## config.mk

```make
export PLATFORM = sky130hd
export DESIGN_NAME = tclock_gen
export DESIGN_NICKNAME = d
export VERILOG_FILES = /design/src/rtl/tclock_pkg.sv /design/src/rtl/tclock_gen_phase_counter.sv /design/src/rtl/tclock_gen.sv
export SDC_FILE = /design/constraint.sdc
export NUM_CORES = 1
export LEC_CHECK = 0
export CORE_UTILIZATION = 55
export DETAILED_ROUTE_END_ITERATION = 7
export GPL_TIMING_DRIVEN = 0
export PLACE_DENSITY_LB_ADDON = 0.15
export SYNTH_ARGS = -nofsm -noshare
export SYNTH_HDL_FRONTEND = slang
export SYNTH_SLANG_ARGS = --single-unit
```

## constraint.sdc

```tcl
create_clock -name U -period 6.7 [get_ports U]
set_input_delay 1.34 -clock U [delete_from_list [all_inputs] [get_ports U]]
set_output_delay 1.34 -clock U [all_outputs]
set_load 0.01 [all_outputs]
```

## src/rtl/tclock_pkg.sv

```systemverilog
// Shared types and default widths for the emulated-clock generator.
package tclock_pkg;

  localparam int unsigned CW_DEF = 16;
  localparam int unsigned NW_DEF = 32;

  typedef enum logic [1:0] {
    ST_IDLE = 2'd0,
    ST_HIGH = 2'd1,
    ST_LOW  = 2'd2
  } tstate_e;

endpackage

```

## src/rtl/tclock_gen_phase_counter.sv

```systemverilog
// Loadable down-counter timing one phase of T; expire_o is high on the last
// U cycle of the phase.
module phase_counter
  import tclock_pkg::*;
#(
  parameter int unsigned CW = CW_DEF
) (
  input  logic          clk_i,
  input  logic          rst_n_i,
  input  logic          load_i,
  input  logic [CW-1:0] len_i,
  output logic          expire_o
);

  logic [CW-1:0] cnt_q, cnt_d;

  // Loading max(len,1)-1 gives a phase of exactly max(len,1) cycles, so 0 and 1 coincide.
  always_comb begin
    cnt_d = cnt_q;
    if (load_i) begin
      cnt_d = (len_i == '0) ? '0 : len_i - CW'(1);
    end else if (cnt_q != '0) begin
      cnt_d = cnt_q - CW'(1);
    end
  end

  always_ff @(posedge clk_i or negedge rst_n_i) begin
    if (!rst_n_i) begin
      cnt_q <= '0;
    end else begin
      cnt_q <= cnt_d;
    end
  end

  assign expire_o = (cnt_q == '0);

endmodule

```

## src/rtl/tclock_gen.sv

```systemverilog
// Emulated processor clock generator: free-running or single-stepped T with
// programmable high/low widths and a completed-cycle counter.
//
//   state | meaning
//   IDLE  | T low, waiting for run or step_req
//   HIGH  | T high, timing the latched high length
//   LOW   | T low, timing the latched low length; cycle completes on expiry
module tclock_gen
  import tclock_pkg::*;
#(
  parameter int unsigned CW = CW_DEF,
  parameter int unsigned NW = NW_DEF
) (
  input  logic          U,
  input  logic          _RESET,
  input  logic          run,
  input  logic          step_req,
  input  logic [CW-1:0] hi_len,
  input  logic [CW-1:0] lo_len,
  output logic          T,
  output logic          _T,
  output logic          busy,
  output logic          step_done,
  output logic [NW-1:0] ncycles
);

  tstate_e       state_q;
  logic          t_q, t_n_q, busy_q, step_done_q, stepping_q;
  logic [CW-1:0] lo_sh_q;
  logic [NW-1:0] ncycles_q;

  logic          expire;
  logic          start_idle, cyc_end, go_high, go_low;
  logic          ctr_load;
  logic [CW-1:0] ctr_len;

  always_comb begin
    start_idle = (state_q == ST_IDLE) && (run || step_req);
    cyc_end    = (state_q == ST_LOW) && expire;
    go_high    = start_idle || (cyc_end && !stepping_q && run);
    go_low     = (state_q == ST_HIGH) && expire;
    ctr_load   = go_high || go_low;
    ctr_len    = go_high ? hi_len : lo_sh_q;
  end

  // The counter captures the high length directly, so only the low length needs a shadow.
  phase_counter #(.CW(CW)) u_phase (
    .clk_i    (U),
    .rst_n_i  (_RESET),
    .load_i   (ctr_load),
    .len_i    (ctr_len),
    .expire_o (expire)
  );

  always_ff @(posedge U or negedge _RESET) begin
    if (!_RESET) begin
      state_q     <= ST_IDLE;
      t_q         <= 1'b0;
      t_n_q       <= 1'b1;
      busy_q      <= 1'b0;
      step_done_q <= 1'b0;
      stepping_q  <= 1'b0;
      lo_sh_q     <= '0;
      ncycles_q   <= '0;
    end else begin
      step_done_q <= cyc_end && stepping_q;
      if (cyc_end) begin
        ncycles_q <= ncycles_q + NW'(1);
      end
      if (go_high) begin
        lo_sh_q <= lo_len;
      end
      unique case (state_q)
        ST_IDLE: begin
          if (start_idle) begin
            state_q    <= ST_HIGH;
            t_q        <= 1'b1;
            t_n_q      <= 1'b0;
            busy_q     <= 1'b1;
            stepping_q <= !run;
          end
        end
        ST_HIGH: begin
          if (expire) begin
            state_q <= ST_LOW;
            t_q     <= 1'b0;
            t_n_q   <= 1'b1;
          end
        end
        ST_LOW: begin
          if (expire) begin
            stepping_q <= 1'b0;
            if (go_high) begin
              state_q <= ST_HIGH;
              t_q     <= 1'b1;
              t_n_q   <= 1'b0;
            end else begin
              state_q <= ST_IDLE;
              busy_q  <= 1'b0;
            end
          end
        end
        default: begin
          state_q    <= ST_IDLE;
          t_q        <= 1'b0;
          t_n_q      <= 1'b1;
          busy_q     <= 1'b0;
          stepping_q <= 1'b0;
        end
      endcase
    end
  end

  assign T         = t_q;
  assign _T        = t_n_q;
  assign busy      = busy_q;
  assign step_done = step_done_q;
  assign ncycles   = ncycles_q;

endmodule

```

==> flow_metrics.py <==
metrics = {
    "timing": {
        "setup_viol": 0,
        "grt_setup_unrepaired": "false",
        "finalMaxSlewViolations": 0,
        "clock_skew_ns": 0.01207,
        "min_period_ns": 5.121,
        "worst_hold_slack_ns": 0.4913,
        "relSlewSlack": 0.4088,
        "setup-tns-final_ns": 0,
        "tightest_slew_ns": 0.8868,
        "finalCritPeriodShare": 0.7644,
        "max_freq_mhz": 195.3,
        "hold_viol_final": 0,
    },
    "die": {
        "initial_core_util": 0.5791,
        "coreArea_um2": 7408,
        "ios": 72,
        "die_y_um": 90.32,
        "rows": 31,
        "fp.dieW_um": 90.32,
        "dieArea_um2": 8158,
    },
    "setup_path": {
        "arrival_ns": 5.35,
        "critPathTopFamily": "simple AND/OR/NAND/NOR gates",
        "worst-path-stages": 14,
        "reg2reg_to": "u_phase.cnt_q[14]",
        "path_cells": "clkdlybuf4s50_1, nor2b_1, and3_1, a21oi_2, buf_2, nand2_1, a21boi_0, ha_1, clkbuf_1, nor3b_1, nand2_1, o41ai_1, o211ai_1, a31o_1",
        "required_ns": 6.93,
        "worst-path-buf-inv": 3,
        "start_kind": "primary input",
        "critical_path_class": "primary input to flip-flop",
        "endpoint_kind": "flip-flop",
        "regToRegStartpoint": "u_phase.cnt_q[4]",
        "crit_fanout": 10,
        "r2r_slack_ns": 2.23,
        "crit_top_cell": "nand2_1",
        "critical_path.slowest_cell": "clkdlybuf4s50_1",
        "rr_worst_depth": 14,
        "critPathMaxStageDelay_ns": 0.52,
    },
    "placement": {
        "hpwl_mm": 7.849,
        "place.gp.congestion": 0.9006,
        "io_buffers": 71,
    },
    "synth": {
        "synth_edf_count": 0,
        "netlist_top_cells_area": "dfrtp_1 (41%), xnor2_1 (8.2%), nand2_1 (6.0%)",
        "synth_simple_gate_area_share": 0.2852,
        "syn_area_per_cell_um2": 9.492,
        "synthFlopType": "dfrtp_1",
        "synth_adder_area_share": 0.01167,
        "synth.distinct_cells": 64,
        "yosysMostFrequentCell": "dfrtp_1",
        "synth_top_cell_area_share": 0.4083,
        "synth_compound_gate_area_share": 0.1178,
        "synthArstFlopShare": 1.000,
        "netlist_instances": 452,
        "ys_ff_latch": 71,
        "synthMuxAreaShare": 0.009624,
        "yosysTopAreaCell": "dfrtp_1",
        "synth-xor-area-share": 0.1286,
        "synth_common_cells": "dfrtp_1 (70), nand2_1 (69), xnor2_1 (40), nor2_1 (30), xor2_1 (23)",
        "synth_fp_nets": 492,
        "yosys_warnings": 0,
        "yosysSeqAreaShare": 0.4144,
        "synth_top_family_by_area": "simple AND/OR/NAND/NOR gates",
        "syn_area_um2": 4290,
    },
    "grt": {
        "grt_max_degree": 72,
        "antenna_found_initial": 0,
        "track_usage": 0.2732,
        "grt_first_pass_wirelength_mm": 17.85,
        "grt_overflow": 0,
        "grt_pass1_vias": 3653,
    },
    "detailed_routing": {
        "wl_mm": 10.86,
        "wl_per_cell_um": 17.05,
        "antenna_left": 0,
        "drc": 0,
        "dr.first_iter.drc_count": 293,
        "vias": 3850,
        "first_pass_iters": 4,
        "detail_route.vias_per_cell": 6.044,
    },
    "min_path": {
        "hold_depth": 1,
        "hold_end": "ncycles[9]",
        "worstHoldPathType": "flip-flop to flip-flop",
        "hold_start": "ncycles[9]",
    },
    "run_status": {
        "status": "completed",
    },
    "cells_and_area": {
        "fillCellCount": 568,
        "drive_above_1_share": 0.08922,
        "n_antenna_cell": 0,
        "nets": 574,
        "syn2layout_area_growth_pct": 23.39,
    },
    "job": {
        "cap_violations": 0,
    },
    "clock_tree": {
        "post-cts-setup-buffers": 0,
        "post_cts_resized": 0,
        "root_buffer": "clkbuf_8",
        "clk_pin_slew_ns": 0.08,
        "h-tree-depth": 3,
        "cts_buffer_depth": 2,
        "hold_buffers": 0,
        "clock_latency_ns": 0.34,
        "cts-buffers-inserted": 9,
        "numClockSinks": 71,
        "cts_tree": "yes",
    },
    "pwr": {
        "leakage_nw": 2.226,
        "peakVddDrop_mv": 0.1727,
        "p_per_area_nw_per_um2": 294.7,
    },
}
[kinds of logic (layout without fill, tap and decap cells)]
| logic type | Yosys count | count (layout) |
|---|---|---|
| AOI/OAI and AO/OA | 69 | 69 |
| xor gates and xnor gates | 63 | 63 |
| adders and majority gates | 4 | 4 |
| buffers and inverters | 26 | 112 |
| DFF | 71 | 71 |
| muxes | 4 | 4 |
| and+or+nand+nor | 215 | 215 |
[how the worst max path moves through the flow]
stage               startpoint                end  slack, ns
floorplan                  run   u_phase.cnt_q[0]       2.51
global placement           run  u_phase.cnt_q[11]       1.41
detailed placement         run  u_phase.cnt_q[14]       1.28
CTS                        run  u_phase.cnt_q[14]       1.62
global route               run  u_phase.cnt_q[11]       1.25
finish                     run  u_phase.cnt_q[14]       1.58
[flip-flops by register name (all words and copies together) (netlist names)]
register	cells
T	1
_T	1
busy	1
lo_sh_q	16
ncycles	32
state_q	2
step_done	1
stepping_q	1
u_phase.cnt_q	16
[placed cells by master, fill, tap and decap left out, types with 10 or more instances in the layout]
cell type and n:
a21oi_1 15, and3_1 13, clkbuf_8 10, clkdlybuf4s50_1 70
dfrtp_1 70, nand2_1 69, nand3_1 20, nand4_1 14
nor2_1 30, nor3_1 12, xnor2_1 40, xor2_1 23
[metal layers]
metal | GRT usage | vias up | wire length (um)
li1 | - | 1809 | -
met1 | 0.3958 | 1889 | 5078
met2 | 0.4243 | 132 | 5050
met3 | 0.03620 | 20 | 576
met4 | 0.09274 | 0 | 152
met5 | 0 | - | 0
[layout make-up]
class                      count  area (um2)  share of cell area
multi-input combinational    355        2372              0.4481
sequential                    71        1778              0.3359
timing repair buffer          71       708.2              0.1338
clock buffer                  10       137.6             0.02600
tap                           99       123.9             0.02340
buffer                        18       110.1             0.02080
clock inverter                 5       33.78            0.006381
inverter                       8       30.03            0.005672
[metrics by stage]
step	cells	utilization	setup WS, ns	total power (W)	instance area, um2
detailed placement	622	0.6914	1.280	0.001242	5122
global route	637	0.7146	1.253	0.001648	5294
CTS	637	0.7146	1.619	0.001548	5294
finish	637	0.7146	1.579	0.001560	5294
floorplan	452	-	2.512	0.001058	4290
global placement	622	0.6918	1.406	0.001213	5125
[where the power goes]
| part | internal (W) | leakage, nW | switching [W] |
|---|---|---|---|
| Clock | 0.000142 | 0.0845 | 0.000165 |
| Combinational | 0.000251 | 1.22 | 0.000318 |
| Sequential | 0.000535 | 0.918 | 0.000149 |
Power figures use the tool's default switching activity.
